## config.mk

```make
export PLATFORM = sky130hd
export DESIGN_NAME = ram_n_clr
export DESIGN_NICKNAME = d
export VERILOG_FILES = /design/src/rtl/ram_n_clr.sv
export SDC_FILE = /design/constraint.sdc
export NUM_CORES = 1
export LEC_CHECK = 0
export CORE_AREA = 10 10 113 115
export CTS_CLUSTER_DIAMETER = 60
export DETAILED_ROUTE_END_ITERATION = 10
export DIE_AREA = 0 0 123 125
export GPL_ROUTABILITY_DRIVEN = 0
export PLACE_DENSITY = 0.8
export SYNTH_ARGS = -nofsm -noshare
export SYNTH_HDL_FRONTEND = slang
export SYNTH_SLANG_ARGS = --single-unit
```

## constraint.sdc

```tcl
create_clock -name clk -period 2.8 [get_ports clk]
set_clock_uncertainty 0.2 [all_clocks]
set_input_delay 0.84 -clock clk [delete_from_list [all_inputs] [get_ports clk]]
set_output_delay 0.84 -clock clk [all_outputs]
set_load 0.01 [all_outputs]
```

## src/rtl/ram_n_clr.sv

```systemverilog
`default_nettype none
// ============================================================================
//  Module   : ram_n_clr
//  Purpose  : 2^ADDR_W x WIDTH single-port word memory with a built-in
//             zero-fill sequencer. After reset or on a clear request every
//             word is swept to zero, one word per clock, while busy is high.
//
//  Ports    : clk      - single clock, all state updates on the rising edge
//             reset    - synchronous active-high, (re)starts the clear sweep
//             in       - write data
//             address  - read/write word address
//             load     - write enable for mem[address]
//             clear    - single-cycle request to zero the whole memory
//             out      - read data (forced to 0 while busy)
//             busy     - high while the clear sweep is running
//
//  Config   : RAM_N_CLR_BYPASS_EN
//               defined   -> write-first read: a pending load shows `in` on
//                            `out` combinationally in the same cycle.
//               undefined -> read-before-write: `out` shows the stored word
//                            until the write edge.
//
//  Revision : 1.0 - initial release
// ============================================================================
module ram_n_clr #(
    parameter int WIDTH  = 16,
    parameter int ADDR_W = 3
) (
    input  logic              clk,
    input  logic              reset,
    input  logic [WIDTH-1:0]  in,
    input  logic [ADDR_W-1:0] address,
    input  logic              load,
    input  logic              clear,
    output logic [WIDTH-1:0]  out,
    output logic              busy
);

    localparam int                DEPTH    = 1 << ADDR_W;
    localparam logic [ADDR_W-1:0] LAST_PTR = ADDR_W'(DEPTH - 1);

    typedef enum logic [0:0] {
        ST_IDLE  = 1'b0,
        ST_SWEEP = 1'b1
    } state_t;

    state_t            state;
    logic [ADDR_W-1:0] ptr;
    logic [WIDTH-1:0]  mem [DEPTH];

    // Single write port shared between the sweep and normal loads.
    logic              wr_en;
    logic [ADDR_W-1:0] wr_addr;
    logic [WIDTH-1:0]  wr_data;

    // A user load is only accepted in IDLE and loses to a same-cycle clear.
    logic              user_write;

    assign busy       = (state == ST_SWEEP);
    assign user_write = !busy && load && !clear;

    // ------------------------------------------------------------------------
    // Write-port steering. The reset edge itself writes nothing: it only
    // arms the sweep, so the first zero lands on the first edge with
    // reset low.
    // ------------------------------------------------------------------------
    always_comb begin
        wr_en   = 1'b0;
        wr_addr = address;
        wr_data = in;
        if (!reset) begin
            if (busy) begin
                wr_en   = 1'b1;
                wr_addr = ptr;
                wr_data = '0;
            end else if (user_write) begin
                wr_en   = 1'b1;
            end
        end
    end

    // ------------------------------------------------------------------------
    // Sweep sequencer: IDLE <-> SWEEP, ptr walks 0..DEPTH-1 exactly once.
    // Reset outranks everything, including a sweep already in flight.
    // ------------------------------------------------------------------------
    always_ff @(posedge clk) begin
        if (reset) begin
            state <= ST_SWEEP;
            ptr   <= '0;
        end else begin
            case (state)
                ST_SWEEP: begin
                    if (ptr == LAST_PTR) begin
                        state <= ST_IDLE;
                    end else begin
                        ptr <= ptr + ADDR_W'(1);
                    end
                end
                default: begin
                    if (clear) begin
                        state <= ST_SWEEP;
                        ptr   <= '0;
                    end
                end
            endcase
        end
    end

    // Storage array: no reset, the sweep is what gives it a defined value.
    always_ff @(posedge clk) begin
        if (wr_en) begin
            mem[wr_addr] <= wr_data;
        end
    end

    // ------------------------------------------------------------------------
    // Combinational read. While sweeping, the array is partly stale, so the
    // output is held at zero rather than exposing half-cleared contents.
    // ------------------------------------------------------------------------
`ifdef RAM_N_CLR_BYPASS_EN
    always_comb begin
        if (busy) begin
            out = '0;
        end else if (user_write) begin
            out = in;
        end else begin
            out = mem[address];
        end
    end
`else
    always_comb begin
        if (busy) begin
            out = '0;
        end else begin
            out = mem[address];
        end
    end
`endif

endmodule
`default_nettype wire
```

Yosys cells after proc, flatten, opt, wreduce, memory -nomap -nowiden
Memories as Yosys holds them, arrays and structs flattened.
Cells that the tools add are included.
{"block": "op_classes", "add_sub_neg": 1, "eq_ne": 2, "n_mux": 16, "n_reduce_logical": 6}
{"op": "16-bit 2-to-1 mux", "n": 3}
{"op": "3-bit 2-to-1 mux", "n": 5}
{"op": "1-bit 2-to-1 mux", "n": 8}
{"op": "3-bit by 1-bit adder with 3-bit output (second input constant)", "n": 1}
{"op": "3-bit equality test (second input constant)", "n": 1}
{"op": "1-bit logical AND", "n": 2}
{"op": "1-bit zero test", "n": 2}
{"op": "2-bit inequality test (second input constant)", "n": 1}
{"op": "2-bit AND reduction", "n": 1}
{"op": "2-bit nonzero test", "n": 1}
{"block": "totals", "regBits": 4, "ram_bits": 128, "elab_cells": 28, "memories": 1}
{"memory": "mem", "depth": 8, "width": 16, "rd": 1, "rd_ports_with_merged_regs": 0, "wr": 1, "line_no": "49", "rtl": "logic [WIDTH-1:0] mem [DEPTH];"}

Logic depth before layout (Yosys ltp)
Gate-level depths: netlist (run 1).
{"block": "depth", "ltp_word": 8, "ltp_mapped": 5, "depth_no_buf": 5}

Worst setup path before layout (run 1)
No wires, ideal clock.
{"block": "synth_timing", "kind": "input to output", "startpoint": "in address[1]", "endpoint": "out out[10]", "arrival_ns": 1.826, "setup_slack_ns": -0.066, "stages": 5, "path_buffers": 2, "cell_sequence": "buf_6 -> buf_6 -> mux4_2 -> mux2i_1 -> nor2_1"}
{"block": "synth_between", "elab_chain_len": 2}
{"element": "from (decl)", "line_no": "32", "rtl": "input logic [ADDR_W-1:0] address,"}
{"element": "memory read 8 x 16 bit"}
{"element": "16-bit 2-to-1 mux", "line_no": "132", "rtl": "if (busy) begin"}
{"element": "to (decl)", "line_no": "35", "rtl": "output logic [WIDTH-1:0] out,"}
No other way between the ends.

Worst setup path in the final report (run 1)
{"block": "layout_timing", "startpoint": "in address[1]", "endpoint": "out out[5]"}
The elaborated chain is that of the path after synthesis.

==> results of run 1 <==
flip-flops by register name, summed over array words and instances, names as in the netlist:
| name | count |
|---|---|
| mem | 128 |
| ptr | 3 |
| busy | 1 |
cell usage in the layout (no fill, tap or decap), drive strengths merged:
cell and count:
a21o 1, a21oi 3, a31oi 4, and2 16, and4b 1, buf 61, bufinv 3, clkbuf 18
clkdlybuf4s50 20, clkinv 5, clkinvlp 2, dfxtp 4, dlygate4sd2 1, edfxtp 128, ha 2, inv 6
mux2i 16, mux4 32, nand2 3, nand2b 4, nand3 3, nand3b 1, nand4bb 1, nor2 24
nor2b 2, nor4b 2, nor4bb 2, o21bai 1
per-layer routing:
metal / GRT usage / routed length [um] / part of all wire
met1: 0.199 / 4660 / 0.39
met2: 0.267 / 6220 / 0.52
met3: 0.0482 / 752 / 0.063
met4: 0.0672 / 262 / 0.022
met5: 0 / 0 / 0
critical path, delay by kind of cell:
family / cells / cell delay, ns
and+or+nand+nor: 1 / 0.06
muxes: 2 / 0.65
buffers and inverters: 4 / 0.51
cells in the mapped netlist, drive strengths merged (3+ instances only):
cell type	n	area [um2]
nand2b	4	25.0
nand2	3	11.3
a31oi	4	25.0
clkbuf	4	15.0
a21oi	3	15.0
dfxtp	4	80.1
mux2i	16	160
mux4	32	736
nor2	24	90.1
buf	12	103
edfxtp	128	3840
nand3	3	15.0
and2	16	100
worst max-delay path by stage:
stage	cells past startpoint	to	from
after CTS	7	out[8]	address[1]
after global routing	7	out[6]	address[1]
final	7	out[5]	address[1]
after global placement	6	out[14]	address[2]
after floorplan	5	out[10]	address[1]
after detailed placement	6	out[11]	address[2]
cell type report:
class / count / area (um2)
fillers: 664 / 3700
inverters: 2 / 7.51
flip-flops and latches: 132 / 3920
well taps: 140 / 175
clock buffers: 18 / 418
clock inverters: 14 / 176
repair buffers: 82 / 907
multi-input cells: 118 / 1300
stage by stage:
step	util	setup slack (ns)
after floorplan	-	-0.0269
after global placement	0.585	-0.940
after detailed placement	0.585	-0.953
after CTS	0.650	-0.322
after global routing	0.651	-0.380
final	0.651	-0.318
timing repair:
action | in CTS | in global routing
setup endpoints to repair | 16 | 16
hold buffers | 0 | 0
setup buffers | 7 | 2
hold endpoints to repair | 0 | 0
cloned | 2 | 0
pin swaps | 1 | 4
gates resized for setup | 89 | 6
cell families after synthesis:
logic type,Yosys count,share of synthesized area
simple gates,59,0.0599
fa+ha+maj,2,0.00468
mux,48,0.168
compound gates,9,0.0103
flops,132,0.734
buf+inv,18,0.0234
power breakdown:
| part | internal (mW) | switching (mW) |
|---|---|---|
| Sequential | 2.23 | 0.0212 |
| Clock | 1.37 | 0.839 |
| Combinational | 0.186 | 0.165 |
| Total | 3.79 | 1.03 |
==> flow_metrics.env, run 1 <==
export IMPL_min_delay_path_depth=2
export IMPL_critical_path_required_ns=1.76
export IMPL_cts_buffer_depth=2
export IMPL_die_height_um=125
export IMPL_die_w_um=123
export IMPL_pin_count=40
export IMPL_layout_drive_gt1_share=0.344
export IMPL_fin_crit_sh=1.11
export IMPL_worst_hold_slack_ns=0.359
export IMPL_holdPathEnd="ptr[1]$_SDFFE_PP0P_"
export IMPL_detail_route_antenna_nets=0
export IMPL_reg2reg_to="mem[5][1]$_DFFE_PP_"
export IMPL_worst_pin_slew_ns=0.369
export IMPL_placed_area_mm2=0.00620
export IMPL_fin_ws_ns=-0.318
export IMPL_cts_sinks=132
export IMPL_max_freq_mhz=321
export IMPL_wl_per_cell_um=23.5
export IMPL_violations="negative setup slack"
export IMPL_cap_violations=0
export IMPL_finalPower_mw=4.81
export IMPL_r2r_cells=5
export IMPL_hold_path_class="register to register"
export IMPL_min_from="ptr[1]$_SDFFE_PP0P_"
export IMPL_post_dp_hpwl_mm=6.87
export IMPL_routed_wirelength_mm=11.9
export IMPL_grt_pass1_vias=3094
export IMPL_relSlewSlack=0.754
export IMPL_worstSetupStartpointType="input pin"
export IMPL_clk_pin_slew_ns=0.06
export IMPL_via_per_inst=5.56
export IMPL_synthCells=268
export IMPL_drt_iter0_markers=212
export IMPL_min_period_ns=3.12
export IMPL_rows=38
export IMPL_path_cells="buf_12 > buf_12 > buf_12 > mux4_2 > mux2i_1 > nor2_1 > buf_2"
export IMPL_syn_area_mm2=0.00535
export IMPL_end_kind="primary output"
export IMPL_avgSynthCellArea_um2=19.9
export IMPL_area_delta_synth_final_pct=29.2
export IMPL_nets=378
export IMPL_ys_ff_latch=132
export IMPL_leakagePower_nw=2.46
export IMPL_fin_cells=506
export IMPL_outcome="finished with violations"
export IMPL_slowest_delay_ns=0.50
export IMPL_synth_edf_count=128
export IMPL_grt_use_total=0.164
export IMPL_grt_ovfl_total=0
export IMPL_dr_pass1_iters=4
export IMPL_initial_core_util=0.504
export IMPL_reg2reg_slack_ns=0.73
export IMPL_remaining_drc_errors=0
export IMPL_insertion_delay_ns=0.52
export IMPL_setup_violations=16
export IMPL_synth_flop_cell="edfxtp_1"
export IMPL_dp_cells=464
export IMPL_r2r_start="busy$_SDFF_PP1_"
export IMPL_grt_setup_unrepaired="true"
export IMPL_timing_final_max_slew_violations=0
export IMPL_synthArstFlopShare=0
export IMPL_antenna_found_initial=0
export IMPL_vias=2814
export IMPL_worst_ep_arrival_time_ns=2.08
export IMPL_synth_cell_types=26
export IMPL_h_tree_depth=4
export IMPL_final_hold_viol_count=0
export IMPL_grt_start_max_net_pins=22
export IMPL_cts_inserted_buffers=17
export IMPL_cpMostUsedCell="buf_12"
export IMPL_power_density_mw_per_mm2=697
export IMPL_design_area_mm2=0.00690
export IMPL_grt_pass1_wl_mm=18.6
export IMPL_cts_tree="done"
export IMPL_cts_root_buf="clkbuf_8"
export IMPL_yosys_warnings=0
export IMPL_syn_nets=293
export IMPL_port_buffers=39
export IMPL_crit_path_max_fanout=5
export IMPL_fin_setup_tns_ns=-4.17
export IMPL_coreArea_mm2=0.0106
export IMPL_ys_seq_area_frac=0.734
export IMPL_die_area_mm2=0.0154
export IMPL_path_class="input pin to primary output"
export IMPL_antenna_cells=0
export IMPL_irDropWorstVdd_v=0.000545
export IMPL_cp_slowest_cell="mux4_2"
No activity file was read; power rests on OpenSTA's default activity.
==> run 2, diff against run 1 <==
ABC_AREA = 1   (was default)
CORE_AREA = 10 10 118 120   (was 10 10 113 115)
DIE_AREA = 0 0 128 130   (was 0 0 123 125)
PLACE_DENSITY = 0.81   (was 0.8)
SKIP_LAST_GASP = 1   (was default)
==> run 2 against run 1 <==
Net effect: the flow still finishes with violations (negative setup slack); largest power group unchanged; highest routed layer unchanged; sequential share of layout area decreased by 5.9 points; total power rose by 3.7%; flip-flop and latch count unchanged; worst hold slack got worse by 0.054 ns; combinational power rose by 36%; largest cell class unchanged; critical endpoint is now out[1]; sequential power is essentially flat.
==> flow_metrics.env, run 2 <==
export IMPL_fin_cells=881
export IMPL_synth_xor_area_frac=0
export IMPL_setup_violations=7
export IMPL_cts_tree="done"
export IMPL_dr_pass1_iters=7
export IMPL_vias=4864
export IMPL_timing_final_max_slew_violations=0
export IMPL_routed_wirelength_mm=17.3
export IMPL_cts_sinks=132
export IMPL_final_common_cell="nand2_1"
export IMPL_die_w_um=128
export IMPL_hold_path_class="register to register"
export IMPL_finalPower_mw=4.99
export IMPL_synth_fa_ha_area_frac=0.00415
export IMPL_ys_seq_area_frac=0.650
export IMPL_cts_root_buf="clkbuf_16"
export IMPL_ys_ff_latch=132
export IMPL_synthMuxAreaShare=0
export IMPL_path_class="input pin to primary output"
export IMPL_violations="negative setup slack"
export IMPL_synth_area_leader_cell="edfxtp_1"
export IMPL_synth_top_family_by_area="simple AND/OR/NAND/NOR gates"
export IMPL_port_buffers=39
export IMPL_critical_path_required_ns=1.76
export IMPL_synth_area_leaders="edfxtp_1 (64%), nand2_1 (11%), inv_1 (9.5%)"
export IMPL_final_cell_mix="nand2_1 (172), inv_1 (153), edfxtp_1 (128), nand3_1 (73), nor2_1 (48)"
export IMPL_area_delta_synth_final_pct=27.6
export IMPL_yosysMostFrequentCell="nand2_1"
export IMPL_slowest_delay_ns=0.18
export IMPL_cap_violations=0
export IMPL_layout_drive_gt1_share=0.165
export IMPL_relSlewSlack=0.601
export IMPL_yosys_top_cells_count="nand2_1 (175), inv_1 (153), edfxtp_1 (128)"
export IMPL_drt_iter0_markers=726
export IMPL_remaining_drc_errors=0
export IMPL_initial_core_util=0.515
export IMPL_design_area_mm2=0.00770
export IMPL_p_int_mw=3.82
export IMPL_dp_cells=839
export IMPL_cp_top_family="simple AND/OR/NAND/NOR gates"
export IMPL_worst_pin_slew_ns=0.596
export IMPL_grt_use_total=0.209
export IMPL_synth_cell_types=18
export IMPL_synth_simple_gate_area_frac=0.212
export IMPL_syn_nets=664
export IMPL_reg2reg_to="mem[3][2]$_DFFE_PP_"
export IMPL_grt_setup_unrepaired="true"
export IMPL_synth_edf_count=128
export IMPL_regMostFlops="mem"
export IMPL_worstSetupStartpointType="input pin"
export IMPL_crit_path_max_fanout=32
export IMPL_grt_start_max_net_pins=33
export IMPL_fin_setup_tns_ns=-0.369
export IMPL_power_frac_seq=0.456
export IMPL_combPwrFrac=0.095
export IMPL_synthArstFlopShare=0
export IMPL_die_area_mm2=0.0166
export IMPL_clockPowerShare=0.449
export IMPL_coreArea_mm2=0.0117
export IMPL_reg2reg_slack_ns=0.75
export IMPL_path_buf_inv=3
export IMPL_placed_area_mm2=0.00681
export IMPL_rows=40
export IMPL_synthCells=639
export IMPL_h_tree_depth=4
export IMPL_switching_share=0.234
export IMPL_syn_area_mm2=0.00603
export IMPL_fin_ws_ns=-0.0745
export IMPL_p_sw_mw=1.17
export IMPL_r2r_start="busy$_SDFF_PP1_"
export IMPL_critPathLaunch="address[0]"
export IMPL_leakagePower_nw=3.60
export IMPL_irDropWorstVdd_v=0.000461
export IMPL_insertion_delay_ns=0.42
export IMPL_end_kind="primary output"
export IMPL_via_per_inst=5.52
export IMPL_cts_buffer_depth=2
export IMPL_min_period_ns=2.87
export IMPL_avgSynthCellArea_um2=9.44
export IMPL_path_cells="buf_12 > buf_16 > nand2_1 > nand3_1 > nand3_1 > nand2_1 > nor2_1 > buf_2"
export IMPL_path_depth=8
export IMPL_power_density_mw_per_mm2=648
export IMPL_die_height_um=130
export IMPL_cp_slowest_cell="buf_16"
export IMPL_antenna_found_initial=0
export IMPL_r2r_cells=6
export IMPL_fin_crit_sh=1.03
export IMPL_final_hold_viol_count=0
export IMPL_worst_ep_arrival_time_ns=1.83
export IMPL_pin_count=40
export IMPL_yosys_warnings=0
export IMPL_outcome="finished with violations"
export IMPL_largest_reg_flops=128
export IMPL_wl_per_cell_um=19.7
export IMPL_max_freq_mhz=348
export IMPL_grt_pass1_wl_mm=26.3
export IMPL_netlist_area_leader_share=0.637
export IMPL_antenna_cells=0
export IMPL_worst_hold_slack_ns=0.305
export IMPL_clk_pin_slew_ns=0.06
export IMPL_grt_ovfl_total=0
export IMPL_detail_route_antenna_nets=0
export IMPL_nets=746
export IMPL_synth_compound_area_share=0.00788
export IMPL_endpoint="out[1]"
export IMPL_grt_pass1_vias=4933
export IMPL_synth_flop_cell="edfxtp_1"
export IMPL_post_dp_hpwl_mm=8.91
export IMPL_cts_inserted_buffers=17
==> run 2: timing repair <==
action                                  CTS  global route
gates resized for setup                 101            19
pin swaps                                 7             7
endpoints found under the setup margin   16            15
gates cloned                              7             2
hold buffers                              0             0
setup buffers                             1             0
==> run 2: final cells by class <==
cell class,instances,area [um2]
fillers,822,4010
repair buffers,90,966
clock buffers,17,425
flip-flops and latches,132,3920
clock inverters,15,164
well taps,147,184
multi-input cells,324,1430
inverters,156,609
==> run 2: cells by family after synthesis <==
| family | count (synthesis) |
|---|---|
| buffers and inverters | 183 |
| and+or+nand+nor | 313 |
| AOI/OAI and AO/OA | 9 |
| DFF | 132 |
| adders and majority gates | 2 |
==> run 2: worst register-to-register path, delay by kind of cell, from the launching register on <==
family	cells	cell delay, ns
compound gates	1	0.23
buf+inv	2	0.43
flops	1	0.42
simple gates	3	0.45
==> run 2: metal layers <==
metal	track usage	wire length [um]	vias up
li1	-	-	2149
met1	0.236	6110	2275
met2	0.353	8600	368
met3	0.0503	1890	72
met4	0.124	709	0
met5	0	0	-
==> run 2: power groups by stage <==
stage / registers (mW) / logic, mW / clock network (mW)
detailed placement: 2.31 / 0.379 / 0
finish: 2.27 / 0.476 / 2.24
global placement: 2.31 / 0.362 / 0
global route: 2.28 / 0.510 / 2.33
CTS: 2.27 / 0.442 / 2.22
floorplan: 2.30 / 0.226 / 0
==> run 2: how the worst min path moves through the flow <==
stage / from / endpoint / cells after the start
floorplan: ptr[1]$_SDFFE_PP0P_ / ptr[1]$_SDFFE_PP0P_ / 2
CTS: ptr[0]$_SDFFE_PP0P_ / ptr[0]$_SDFFE_PP0P_ / 1
detailed placement: ptr[0]$_SDFFE_PP0P_ / ptr[0]$_SDFFE_PP0P_ / 1
finish: ptr[0]$_SDFFE_PP0P_ / ptr[0]$_SDFFE_PP0P_ / 1
global placement: ptr[1]$_SDFFE_PP0P_ / ptr[1]$_SDFFE_PP0P_ / 2
global route: ptr[0]$_SDFFE_PP0P_ / ptr[0]$_SDFFE_PP0P_ / 1
==> run 2: metrics by stage <==
stage,worst slack (ns),utilization
after global routing,-0.126,0.657
final,-0.0745,0.657
after global placement,-0.804,0.582
after detailed placement,-0.826,0.582
after CTS,-0.0694,0.651
after floorplan,0.147,-
